`config.mk`:
```
export PLATFORM = sky130hd
export DESIGN_NAME = aes_frame_loader
export DESIGN_NICKNAME = d
export VERILOG_FILES = /design/src/rtl/aes_frame_loader.sv
export SDC_FILE = /design/constraint.sdc
export NUM_CORES = 1
export LEC_CHECK = 0
export ABC_AREA = 1
export CELL_PAD_IN_SITES_DETAIL_PLACEMENT = 1
export CELL_PAD_IN_SITES_GLOBAL_PLACEMENT = 2
export CORE_ASPECT_RATIO = 1.1
export CORE_MARGIN = 2
export CORE_UTILIZATION = 28
export CTS_CLUSTER_SIZE = 16
export DETAILED_ROUTE_END_ITERATION = 8
export PLACE_DENSITY_LB_ADDON = 0.1
export SLEW_MARGIN = 20
export SYNTH_ARGS = -nofsm -noshare
export SYNTH_HDL_FRONTEND = slang
export SYNTH_SLANG_ARGS = --single-unit
```
`constraint.sdc`:
```
create_clock -name clk -period 2.1 [get_ports clk]
set_input_delay 0.21 -clock clk [delete_from_list [all_inputs] [get_ports clk]]
set_output_delay 0.21 -clock clk [all_outputs]
set_load 0.02 [all_outputs]
```
`src/rtl/aes_frame_loader.sv`:
```
// aes_frame_loader: assembles a serial byte stream (message, then key)
// into wide registers, presents them to the SPI Master as one frame and
// captures the returned cipher block.
//
// Ports:
//   clk, rst               clock; asynchronous active-low reset
//   byte_in/byte_valid     incoming byte stream (message bytes, then key bytes)
//   byte_ready             high while a message or key byte can be accepted
//   abort                  synchronous flush of the frame being built
//   from_Real_msg/_key     assembled plaintext and key
//   frame_valid/frame_ack  frame presentation handshake
//   result_in/result_valid cipher block returned by the Master
//   cipher_out/cipher_done last captured cipher and its one-cycle update pulse
module aes_frame_loader #(
    parameter int nk = 8,
    parameter int nb = 4
) (
    input  logic              clk,
    input  logic              rst,
    input  logic [7:0]        byte_in,
    input  logic              byte_valid,
    output logic              byte_ready,
    input  logic              abort,
    output logic [32*nb-1:0]  from_Real_msg,
    output logic [32*nk-1:0]  from_Real_key,
    output logic              frame_valid,
    input  logic              frame_ack,
    input  logic [32*nb-1:0]  result_in,
    input  logic              result_valid,
    output logic [32*nb-1:0]  cipher_out,
    output logic              cipher_done
);

    localparam int MW  = 32 * nb;
    localparam int KW  = 32 * nk;
    localparam int MAXB = (nk > nb) ? 4 * nk : 4 * nb;
    localparam int CW  = $clog2(MAXB + 1);

    localparam logic [CW-1:0] MSG_LAST = CW'(4 * nb - 1);
    localparam logic [CW-1:0] KEY_LAST = CW'(4 * nk - 1);

    typedef enum logic [1:0] {
        LOAD_MSG,
        LOAD_KEY,
        PRESENT,
        WAIT_RES
    } state_t;

    state_t        state;
    state_t        state_nx;
    logic [CW-1:0] cnt;
    logic [CW-1:0] cnt_nx;
    logic          armed;
    logic          take;
    logic          msg_shift;
    logic          key_shift;
    logic          capture;

    // armed holds byte_ready low until the first edge after reset release.
    assign byte_ready  = armed && (state == LOAD_MSG || state == LOAD_KEY);
    assign take        = byte_valid && byte_ready;
    assign frame_valid = (state == PRESENT);

    always_comb begin
        state_nx  = state;
        cnt_nx    = cnt;
        msg_shift = 1'b0;
        key_shift = 1'b0;
        capture   = 1'b0;
        if (abort) begin
            state_nx = LOAD_MSG;
            cnt_nx   = '0;
        end else begin
            unique case (state)
                LOAD_MSG: begin
                    if (take) begin
                        msg_shift = 1'b1;
                        if (cnt == MSG_LAST) begin
                            state_nx = LOAD_KEY;
                            cnt_nx   = '0;
                        end else begin
                            cnt_nx = cnt + 1'b1;
                        end
                    end
                end
                LOAD_KEY: begin
                    if (take) begin
                        key_shift = 1'b1;
                        if (cnt == KEY_LAST) begin
                            state_nx = PRESENT;
                            cnt_nx   = '0;
                        end else begin
                            cnt_nx = cnt + 1'b1;
                        end
                    end
                end
                PRESENT: begin
                    // frame_ack wins; a coincident result_valid is dropped.
                    if (frame_ack) begin
                        state_nx = WAIT_RES;
                    end
                end
                WAIT_RES: begin
                    if (result_valid) begin
                        capture  = 1'b1;
                        state_nx = LOAD_MSG;
                    end
                end
                default: begin
                    state_nx = LOAD_MSG;
                    cnt_nx   = '0;
                end
            endcase
        end
    end

    always_ff @(posedge clk or negedge rst) begin
        if (!rst) begin
            state         <= LOAD_MSG;
            cnt           <= '0;
            armed         <= 1'b0;
            from_Real_msg <= '0;
            from_Real_key <= '0;
            cipher_out    <= '0;
            cipher_done   <= 1'b0;
        end else begin
            state       <= state_nx;
            cnt         <= cnt_nx;
            armed       <= 1'b1;
            cipher_done <= capture;
            if (abort) begin
                from_Real_msg <= '0;
                from_Real_key <= '0;
            end else begin
                if (msg_shift) begin
                    from_Real_msg <= {from_Real_msg[MW-9:0], byte_in};
                end
                if (key_shift) begin
                    from_Real_key <= {from_Real_key[KW-9:0], byte_in};
                end
            end
            if (capture) begin
                cipher_out <= result_in;
            end
        end
    end

endmodule

```
Word-level counts from Yosys, hierarchy flattened. Index checks and enable logic that the tools add are counted.

Flip-flop bits (word level): 522. Bits in latches: 0. Bits in writable memories: 0. ROM bits: 0. Bits of input ports: 142. Output and inout bits: 515. Memories kept: 0.

Add/sub/neg operators: 1. $mul: 0. Div/mod/pow operators: 0. Order comparisons: 0. Equal/unequal tests: 11. Shifts and indexed selects: 0. Multiplexer cells: 26. Bitwise gates (word level): 0. Reduce and logical (&&, ||, !) cells: 9.

Operator list (count): 256-bit 2-to-1 mux (2); 128-bit 2-to-1 mux (2); 6-bit 2-to-1 mux (5); 2-bit 2-to-1 mux (7); 6-bit one-hot mux with 2 select lines (1); 3-bit by 2-bit != test with 1-bit output (second input constant) (3); 3-bit != test (second input constant) (3); 1-bit 2-to-1 mux (8); 2-bit one-hot mux with 4 select lines (1); 6-bit by 1-bit adder with 6-bit output (second input constant) (1); 6-bit by 4-bit equality test with 1-bit output (second input constant) (1); 6-bit by 5-bit equality test with 1-bit output (second input constant) (1); 6-bit AND reduction (1); 2-bit equality test (second input constant) (2); 2-bit nonzero test (2); 3-bit AND reduction (1); 3-bit nonzero test (1); 2-bit by 1-bit equality test with 1-bit output (second input constant) (1); 1-bit logical AND (2); 2-bit logical NOT (1); 1-bit logical OR (1).

Depth between registers and ports, before layout. Gate-level depths: netlist (run 1).

Word-level depth: 9. Mapped depth: 12. Depth with buffers taken out: 11.

Worst setup path after synthesis (run 1). OpenSTA, ideal clock, no wires.

Kind: reg-to-reg. Start point: register state[1]. End point: register from_Real_key[0]. Arrival time: 1.584 ns. Setup slack: 0.384 ns. Stages on the path, launching flop included: 11. Path through: dfrtp_1 inv_1 ha_1 buf_4 nor2_4 nor2_8 nand3_2 nand2_2 buf_2 buf_2 o22ai_1.

Longest elaborated chain between the ends: 8. Elaborated cells between the ends (all ways): 9.

Ends and longest elaborated chain: start: declaration (line 49) `state_t state;`; start signal: assignment (line 127) `state <= state_nx;`; 2-bit by 1-bit equality test with 1-bit output / 2-bit logical NOT (equally long branches) (line 60) `assign byte_ready = armed && (state == LOAD_MSG || state == LOAD_KEY);`; 1-bit logical OR (*) (line 60); 1-bit logical AND (*) (line 60); via byte_ready (line 22) `output logic byte_ready,`; 1-bit logical AND (*) (line 61) `assign take = byte_valid && byte_ready;`; 1-bit 2-to-1 mux (*) (line 87) `if (take) begin`; 1-bit 2-to-1 mux (*) (line 74) `unique case (state)`; 1-bit 2-to-1 mux (*) (line 70) `if (abort) begin`; 2-bit nonzero test (no source line) (*); end signal: assignment (line 139) `from_Real_key <= {from_Real_key[KW-9:0], byte_in};`; end: declaration (line 25) `output logic [32*nk-1:0] from_Real_key,`.

The timed path passes the listed nets; every way through them passes the cells marked *. A chain may end at the register's enable or synchronous reset.

Worst setup path after layout (run 1).
Start point: register state[1]. End point: output byte_ready.

Longest elaborated chain between the ends: 3. Elaborated cells between the ends (all ways): 4.

Ends and longest elaborated chain (line): 2-bit by 1-bit equality test with 1-bit output / 2-bit logical NOT (equally long branches) (60); 1-bit logical OR (*) (60); 1-bit logical AND (*) (60); end: declaration (22).

Every way passes the cells marked *; elsewhere a longest branch is shown, timed or not.

==> summary by stage, run 1 <==
Final layout
The layout cell share with drive strength beyond 1 is 6.76%. Across the whole layout, storage elements account for 13100 um2. The area overhead of the layout relative to synthesis is 51.7%. The top cell types in the final layout, fill and taps aside, are sky130_fd_sc_hd__clkdlybuf4s50_1 (653), sky130_fd_sc_hd__dfrtp_1 (522), sky130_fd_sc_hd__nand2_1 (418). Fill cells in the final layout number 7645. The commonest non-fill, non-tap cell in the layout is sky130_fd_sc_hd__clkdlybuf4s50_1.

In the final design database the tool counted 2734 nets. The post-route cell area is 29900 um2. The multi-input combinational cells in the finished layout cover a total of 4570 um2.

Critical path
The buffers plus inverters on the worst setup path is 2. The worst setup path is launched from a register. The endpoint kind of the worst setup timing path is an output port. The critical register-to-register path startpoint is state[1]. The minimum setup slack among reg-to-reg paths is 0.07 ns. The classification of the worst setup path is reg -> out. The maximum fanout along the worst path is 5. The logic depth of the worst setup path including buffers is 5. The most critical setup path has its startpoint at state[1].

For the worst setup path, the data required time is 1.89 ns. The endpoint identified for the worst register-to-register timing path is from_Real_key[71]. At the worst endpoint, the arrival time is 1.82 ns. The count of cells along the worst register-to-register path is 9. Traced cell by cell, the critical path runs through inv_1 > ha_2 > nor2_4 > nor2_8 > buf_2. The largest individual stage delay along the critical path comes from the cell sky130_fd_sc_hd__dfrtp_1. The peak per-stage delay on the critical path is 0.43 ns. The endpoint of the worst setup timing path is byte_ready.

The family with the most delay on the worst path is flip-flops.

Power and ir drop
The peak supply drop is 0.690 mV. In this run the power density over the cells is 981 nW/um2. The total power is 0.0293 W. For this design the static power due to leakage is 13.0 nW.

Clocking
The clock-pin transition on the worst setup and hold timing paths is 0.06 ns. The cell at the root of the clock tree is sky130_fd_sc_hd__clkbuf_16. The insertion delay of the later-clocked pin in the worst-skew pair is 0.61 ns.

The TritonCTS clock tree is yes. The number of buffers on the longest clock path is 3. In this run the number of H-tree levels came out at 2. Counting every sink on the clock net gives 522. Buffers inserted during clock tree synthesis total 59.

Yosys
Measured against the total synthesized area, the mux share comes to 0%. After synthesis, the largest area contributor takes up 66.4% of total cell area. Synthesis inferred 522 register bits. The post-synthesis simple-gate area fraction is 10.1%. Yosys attributes the largest share of cell area to sky130_fd_sc_hd__dfrtp_1 (66%), sky130_fd_sc_hd__o22ai_1 (11%), sky130_fd_sc_hd__nand2_1 (8.0%), sky130_fd_sc_hd__inv_1 (7.4%), sky130_fd_sc_hd__buf_2 (1.7%). In the synthesized netlist, the number of instances is 1926.

After synthesis the cells add up to 19700 um2. The post-synthesis net count is 2073. The sequential fraction of the synthesis area is 66.4%. The count of warnings emitted by yosys is 0. In this run, distinct cell masters in the synthesized netlist total 29. The synthesized-area fraction occupied by ao, oa, aoi and oai cells is 12.3%.

The mean instance size in the synthesized netlist is 10.2 um2. The adder-cell share of the synthesized area is 0.318%. After synthesis, the largest family of logic cells by area is compound AO/OA/AOI/OAI gates. Summing the areas of all xor and xnor instances in the mapped netlist gives 0% of the synthesized area.

Of all cell types, the one taking the most synthesized area is sky130_fd_sc_hd__dfrtp_1.

Place
The number of buffers inserted by port buffering is 656. The wire-length estimate of the detail-placed layout is 57300 um. In this run the cell area measured after placement is 27600 um2. The routability-driven placement congestion ratio is 0.800.

Detailed routing
For this run, design rule violations remaining after detail routing come to 0. The ratio of routed vias to standard cells is 4.53. The detailed router finished its first iteration with 652 violations. The wire length per cell is 21.8 um. The pre-antenna-repair detailed-routing pass consisted of 5 iterations.

The detail route stage leaves a number of antenna-violating nets equal to 0. The total via count after detailed routing is 16200. The routed design has 77600 um of wire.

Die
657 I/O pins were placed. The number of cell rows is 101. The core outline area is 69300 um2. In this run the horizontal extent of the chip is 257 um. The initial utilization of the core area, before any placement, comes to 28.4%. The area of the die is 72400 um2. In this run the vertical extent of the chip is 282 um.

Timing
The maximum clock frequency is 492 MHz. The share of the clock period used by the worst path is 96.8%. Setup repair after global routing could not meet its margin everywhere. The number of endpoints with negative hold slack in the final report is 0.

Setup violations remaining at the end of the flow were counted as 0. The final critical path time including I/O delays and setup is 2.03 ns. The worst slew margin relative to its limit is 63.2%. Summed over all failing endpoints, the final setup total negative slack is 0 ns. The tightest hold margin is 0.0768 ns. The final-report max-slew violation count is 0. At the pin with the least slew margin, the transition time is 0.551 ns. The post-route clock skew is 0.0192 ns.

Worst hold path
The worst min-delay path class is in -> async.

Global route
The first global-routing pass estimated 114000 um of wire. The initial antenna violation count is 4. The maximum number of pins on one net before global-route repair is 96. For this run the aggregate overflow at the end of global routing stands at 0. The number of global-route vias before repair is 17600.

The aggregate global-route resource usage is 20.7%.

Run status
The flow ran to the end, and the final reports show no timing, DRC or antenna violations.

Flow run
The number of max-cap violations is 0.
==> where the power goes <==
part           switching, W  internal [W]  leakage, nW
combinational       0.00365       0.00267         4.75
clock               0.00433       0.00708         1.06
sequential         0.000576        0.0110         7.19
==> sequential cells by signal, indices dropped and copies added, names as in the netlist <==
register	count
from_Real_key	256
cipher_out	128
from_Real_msg	128
cnt	6
state	2
armed	1
cipher_done	1
==> how the worst min path moves through the flow <==
stage	slack, ns	end	depth (start not counted)
3_5_place_dp	0.11	from_Real_msg[75]	1
3_3_place_gp	0.11	from_Real_msg[75]	1
2_1_floorplan	-0.09	armed	0
6_report	0.08	from_Real_msg[75]	2
5_1_grt	0.09	from_Real_msg[75]	2
4_1_cts	0.05	from_Real_msg[75]	2
==> metal layers <==
metal	routed length, um	track usage [%]
met3	5500	6.19
met4	2240	7.02
met1	30000	24.3
met5	0	0
met2	39800	36.3
==> cells in the mapped netlist <==
cell,n
sky130_fd_sc_hd__ha_1,5
sky130_fd_sc_hd__nor2_4,1
sky130_fd_sc_hd__inv_1,389
sky130_fd_sc_hd__nand2_1,419
sky130_fd_sc_hd__o22ai_1,344
sky130_fd_sc_hd__nor3_1,1
sky130_fd_sc_hd__dfrtp_1,522
sky130_fd_sc_hd__nand2_2,1
sky130_fd_sc_hd__o21bai_1,1
sky130_fd_sc_hd__a21oi_1,1
sky130_fd_sc_hd__nand3b_1,1
sky130_fd_sc_hd__o31ai_1,16
sky130_fd_sc_hd__buf_2,65
sky130_fd_sc_hd__buf_1,5
sky130_fd_sc_hd__o21ai_1,4
sky130_fd_sc_hd__nand4_4,1
sky130_fd_sc_hd__nand3_1,52
sky130_fd_sc_hd__nand4_1,2
sky130_fd_sc_hd__clkbuf_1,28
sky130_fd_sc_hd__nor2_2,1
sky130_fd_sc_hd__nand3_2,1
sky130_fd_sc_hd__buf_6,14
sky130_fd_sc_hd__or2_2,1
sky130_fd_sc_hd__nor2_8,1
sky130_fd_sc_hd__o21ai_0,25
sky130_fd_sc_hd__inv_2,2
sky130_fd_sc_hd__conb_1,1
sky130_fd_sc_hd__buf_4,7
sky130_fd_sc_hd__nor2_1,15
==> metrics by stage <==
step	setup WS [ns]	cells	util (%)
floorplan	0.384	1926	-
global placement	0.0560	3449	39.9
detailed placement	0.00945	3449	39.9
CTS	-0.0978	3558	43.0
global route	-0.0245	3565	43.1
finish	0.0677	3565	43.1
==> cell families after synthesis <==
family / after synthesis
adder cells (fa/ha/maj): 5
buffers and inverters: 510
flip-flops: 522
AO/OA/AOI/OAI: 391
other: 1
AND/OR/NAND/NOR: 497
==> layout make-up <==
class / instances / area share [%]
sequential: 522 / 43.7
clock buffer: 83 / 5.82
clock inverter: 25 / 1.36
multi-input combinational: 895 / 15.3
antenna: 4 / 0.0335
timing repair buffer: 718 / 24.9
tap: 927 / 3.88
inverter: 391 / 4.92
==> what timing repair did <==
action	in CTS	in global routing
pin swaps	0	1
cloned	0	1
buffers inserted	0	2
hold endpoints to repair	358	0
hold buffers	1	0
endpoints found under the setup margin	10	43
resized for setup	5	5
Note: power is estimated with default switching activity, not from simulation.
==> inputs of run 2 (changes only) <==
ABC_AREA = not set   (was 1)
CORE_UTILIZATION = 27   (was 28)
==> summary by stage, run 2 <==
Die
The area of the die is 76100 um2 (+5.1%). The core outline area is 73100 um2 (+5.6%). The floorplan die width is 263 um (+2.5%). The number of cell rows is 104 (+3.0%).

The die outline height is 289 um (+2.5%). The initial cell density of the core is 27.3% (-1.1 points). The total I/O pin count is 657 (unchanged).

Yosys
The commonest cells after synthesis are sky130_fd_sc_hd__nand2_1 (899), sky130_fd_sc_hd__dfrtp_1 (522), sky130_fd_sc_hd__a21oi_1 (258). The count of cell types in the netlist is 34 (+17%). Yosys instantiated no cell more often than sky130_fd_sc_hd__nand2_1.

The count of warnings emitted by yosys is 0 (unchanged). The share of synthesized flip-flops with an asynchronous set or reset came to 100% (unchanged). The mean instance size in the synthesized netlist was 9.96 um2 (-2.5%). The netlist area before placement is 20000 um2 (+1.4%).

The synthesized instance count was 2004 (+4.0%). The post-synthesis net count is 2151 (+3.8%). The share of Yosys cell area claimed by the top area cell type is 65.4% (-0.94 points). The cell taking the most area after synthesis is sky130_fd_sc_hd__dfrtp_1. The number of synthesized flops with an enable pin is 0 (unchanged). The sequential fraction of the synthesis area is 65.4% (-0.94 points). The predominant post-synthesis flop cell is sky130_fd_sc_hd__dfrtp_1. In the post-synthesis netlist, the biggest area contributors are sky130_fd_sc_hd__dfrtp_1 (65%), sky130_fd_sc_hd__nand2_1 (17%), sky130_fd_sc_hd__a21oi_1 (6.5%), sky130_fd_sc_hd__a22o_1 (5.6%), sky130_fd_sc_hd__clkbuf_1 (1.2%). The flip-flop and latch count after synthesis is 522 (unchanged).

Critical path
STA classifies the critical path endpoint as an output port. Grouping stages by cell kind, the critical path spends the most delay in buffers and inverters. The count of cells along the worst register-to-register path was 6 (-3).

The peak per-stage delay on the critical path came to 0.74 ns (+0.31 ns). The classification of the worst setup path is reg -> out. The arrival time of the worst setup path is 1.77 ns (-0.05 ns). Walking the worst path, the cells encountered are clkdlybuf4s50_1. In this run the critical register-to-register path is captured at cipher_out[19]. The nature of the critical path startpoint is a register. The buffers plus inverters on the worst setup path came to 1 (-1). The slowest stage of the critical path belongs to the cell sky130_fd_sc_hd__clkdlybuf4s50_1. The maximum fanout along the worst path was 3 (-2). In this run the critical register-to-register path is launched from state[1].

The data required time of the worst path is 1.89 ns (about the same). The minimum setup slack among reg-to-reg paths is 0.25 ns (+0.18 ns).

Final layout
The area overhead of the layout relative to synthesis is 49.9%. The library cells used most frequently in the layout, excluding fill and tap cells, are sky130_fd_sc_hd__nand2_1 (899), sky130_fd_sc_hd__clkdlybuf4s50_1 (652), sky130_fd_sc_hd__dfrtp_1 (521). The layout cell share with drive strength beyond 1 came to 6.31% (-0.45 points). The number of flip-flops under the largest register name is 256 (unchanged). The number of inserted filler cells in the final layout is 8048 (+5.3%).

The count of nets after finishing is 2779 (+1.6%). The post-route cell area is 29900 um2 (+0.26%). More flip-flops sit in one register than any other, and that register is from_Real_key.

The library cell used most frequently in the layout, excluding fill and tap cells, is sky130_fd_sc_hd__nand2_1. The largest registers in the layout are from_Real_key (256), cipher_out (128), from_Real_msg (128). The area occupied by multi-input gates is 6190 um2 (+35%).

The register area is 13100 um2 (about the same).

Detailed routing
The ratio of routed vias to standard cells came to 4.61 (+1.7%). The final wirelength is 76900 um (-0.94%). The total via count after detailed routing was 16800 (+3.7%).

The number of violations reported at the end of detailed-routing iteration 0 is 887 (+36%). The number of nets with antenna violations after routing is 0 (unchanged). The DRC violation count after routing is 0 (unchanged). The wire length per cell came to 21.1 um (-2.9%). The first-pass iteration count of the detailed router is 4 (-1).

Power and ir drop
The total power is 0.0311 W (+6.1%). The peak supply drop is 0.735 mV (+6.5%). The cell area power density is 1040 nW/um2 (+5.8%). The leakage power summed over all cells is 13.0 nW (+0.23%).

Global route
The wire length of the first global-routing pass is 114000 um (+0.22%). The total congestion overflow after global routing is 0 (unchanged). The maximum number of pins on one net before global-route repair came to 153 (+59%). The initial antenna violation count is 2 (-2). The aggregate global-route resource usage is 19.5% (-1.2 points). The number of global-route vias before repair is 17800 (+1.2%).

Clocking
The cell at the root of the clock tree is sky130_fd_sc_hd__clkbuf_16. The total clock buffers created by CTS is 60 (+1.7%). The clock-pin transition on the worst setup and hold timing paths is 0.06 ns (about the same).

The number of buffers on the longest clock path is 3 (unchanged). The insertion delay of the later-clocked pin in the worst-skew pair is 0.61 ns (about the same). The number of H-tree levels was 2 (unchanged). The TritonCTS clock tree is yes. The number of post-CTS setup repair buffers is 0 (unchanged).

The sink count of the clock tree was 522 (unchanged).

Timing
The number of endpoints with negative hold slack in the final report came to 0 (unchanged). The transition time at the pin with the least slew margin is 0.778 ns (+0.227 ns). Setup repair after global routing left no endpoint under its margin. The final-report max-slew violation count is 0 (unchanged). The share of the clock period used by the worst path came to 94.4% (-2.3 points).

The tightest hold margin is 0.125 ns (+0.0478 ns). The number of failing setup endpoints in the final timing report is 0 (unchanged). The post-layout worst setup margin was 0.117 ns (+0.0492 ns).

The maximum clock frequency came to 504 MHz (+2.5%). The worst slew margin relative to its limit is 48.1% (-15 points). The final critical path time including I/O delays and setup is 1.98 ns (-0.0492 ns). The post-route clock skew is 0.0224 ns (+0.00316 ns).

Flow run
The number of max-cap violations is 0 (unchanged).

Worst hold path
The instance count along the most critical hold path is 3. The min-delay analysis places its worst path in the category in -> reg. The worst hold path endpoint is cipher_out[103]. In this run the most critical hold path is launched from result_in[103].

Place
The placed wire-length estimate is 54300 um (-5.1%). The total placed instance area is 27800 um2 (+0.52%). The post-placement setup slack is 0.0732 ns (+0.0638 ns). The number of buffers inserted by port buffering is 656 (unchanged). The routability-driven placement congestion ratio is 0.778 (-2.8%).

Run status
The flow ran to the end, and the final reports show no timing, DRC or antenna violations.
## run 2: cell count changes after synthesis, sizes merged, moves of 13 or more
cell / change
nand2: +479
inv: -383
o22ai: -344
a21oi: +257
a22o: +128
nand3: -49
clkbuf: +37
o21ai: -28
o31ai: -16
buf: -13
nor2: -13
## run 2: cell families (layout without fill, tap and decap cells)
kind of cell / Yosys count / in the layout / synth area share [%]
DFF: 522 / 522 / 65.4
and+or+nand+nor: 920 / 920 / 17.5
adders and majority gates: 5 / 5 / 0.313
xor gates and xnor gates: 2 / 2 / 0.0878
other: 1 / 3 / 0.0188
AOI/OAI and AO/OA: 399 / 399 / 12.6
buffers and inverters: 151 / 827 / 3.85
muxes: 4 / 4 / 0.201
## run 2: how the worst max path moves through the flow
stage	start	endpoint	slack, ns	cells after the start
final	from_Real_key[136]	from_Real_key[136]	0.12	1
after global routing	from_Real_key[136]	from_Real_key[136]	0.04	1
after CTS	state[1]	byte_ready	-0.06	4
after detailed placement	state[1]	cipher_out[113]	0.07	6
after global placement	result_valid	cipher_out[3]	0.11	6
after floorplan	state[1]	state[0]	0.53	6
## run 2: timing repair
item / 4_1_cts / 5_1_grt
gates resized for setup: 5 / 10
cloned: 0 / 0
endpoints found under the setup margin: 2 / 66
hold buffers: 1 / 0
endpoints found under the hold margin: 307 / 0
pin swaps: 0 / 0
## run 2: layer usage
| metal | wire (um) | up-vias | global-route usage [%] | share of wire [%] |
|---|---|---|---|---|
| met5 | 0 | - | 0 | 0 |
| li1 | - | 7777 | - | - |
| met3 | 5570 | 112 | 6.42 | 7.2 |
| met2 | 37700 | 424 | 32.8 | 49 |
| met1 | 30900 | 8447 | 23.4 | 40 |
| met4 | 2690 | 0 | 7.06 | 3.5 |
## run 2: area by class of cell
cell class	instances	area share [%]
tap	954	3.99
clock inverter	23	1.15
sequential	522	43.6
timing repair buffer	709	24.5
antenna	2	0.0167
inverter	8	0.104
clock buffer	87	5.96
multi-input combinational	1331	20.7
## run 2: metrics by stage
| stage | instances | setup TNS (ns) | util (%) |
|---|---|---|---|
| CTS | 3634 | -0.0572 | 40.9 |
| detailed placement | 3523 | 0 | 38.0 |
| floorplan | 2004 | 0 | - |
| global route | 3636 | 0 | 40.9 |
| global placement | 3523 | 0 | 38.0 |
| finish | 3636 | 0 | 40.9 |
## run 2: report_power, final
part / total (W) / switching (W) / internal, W
sequential: 0.0121 / 0.000791 / 0.0114
clock: 0.0113 / 0.00434 / 0.00695
combinational: 0.00764 / 0.00444 / 0.00320
total: 0.0311 / 0.00957 / 0.0215
## run 2: worst register-to-register path: cells and delay by family (launching register included)
family,cells,cell delay (ns)
buffers and inverters,1,0.53
adders and majority gates,1,0.22
DFF,1,0.44
and+or+nand+nor,4,0.59
==> inputs of run 3 (changes only) <==
TNS_END_PERCENT = 100   (was not set)
==> results of run 3 <==
No change in the layout: final DEF, timing and power equal those of run 2.
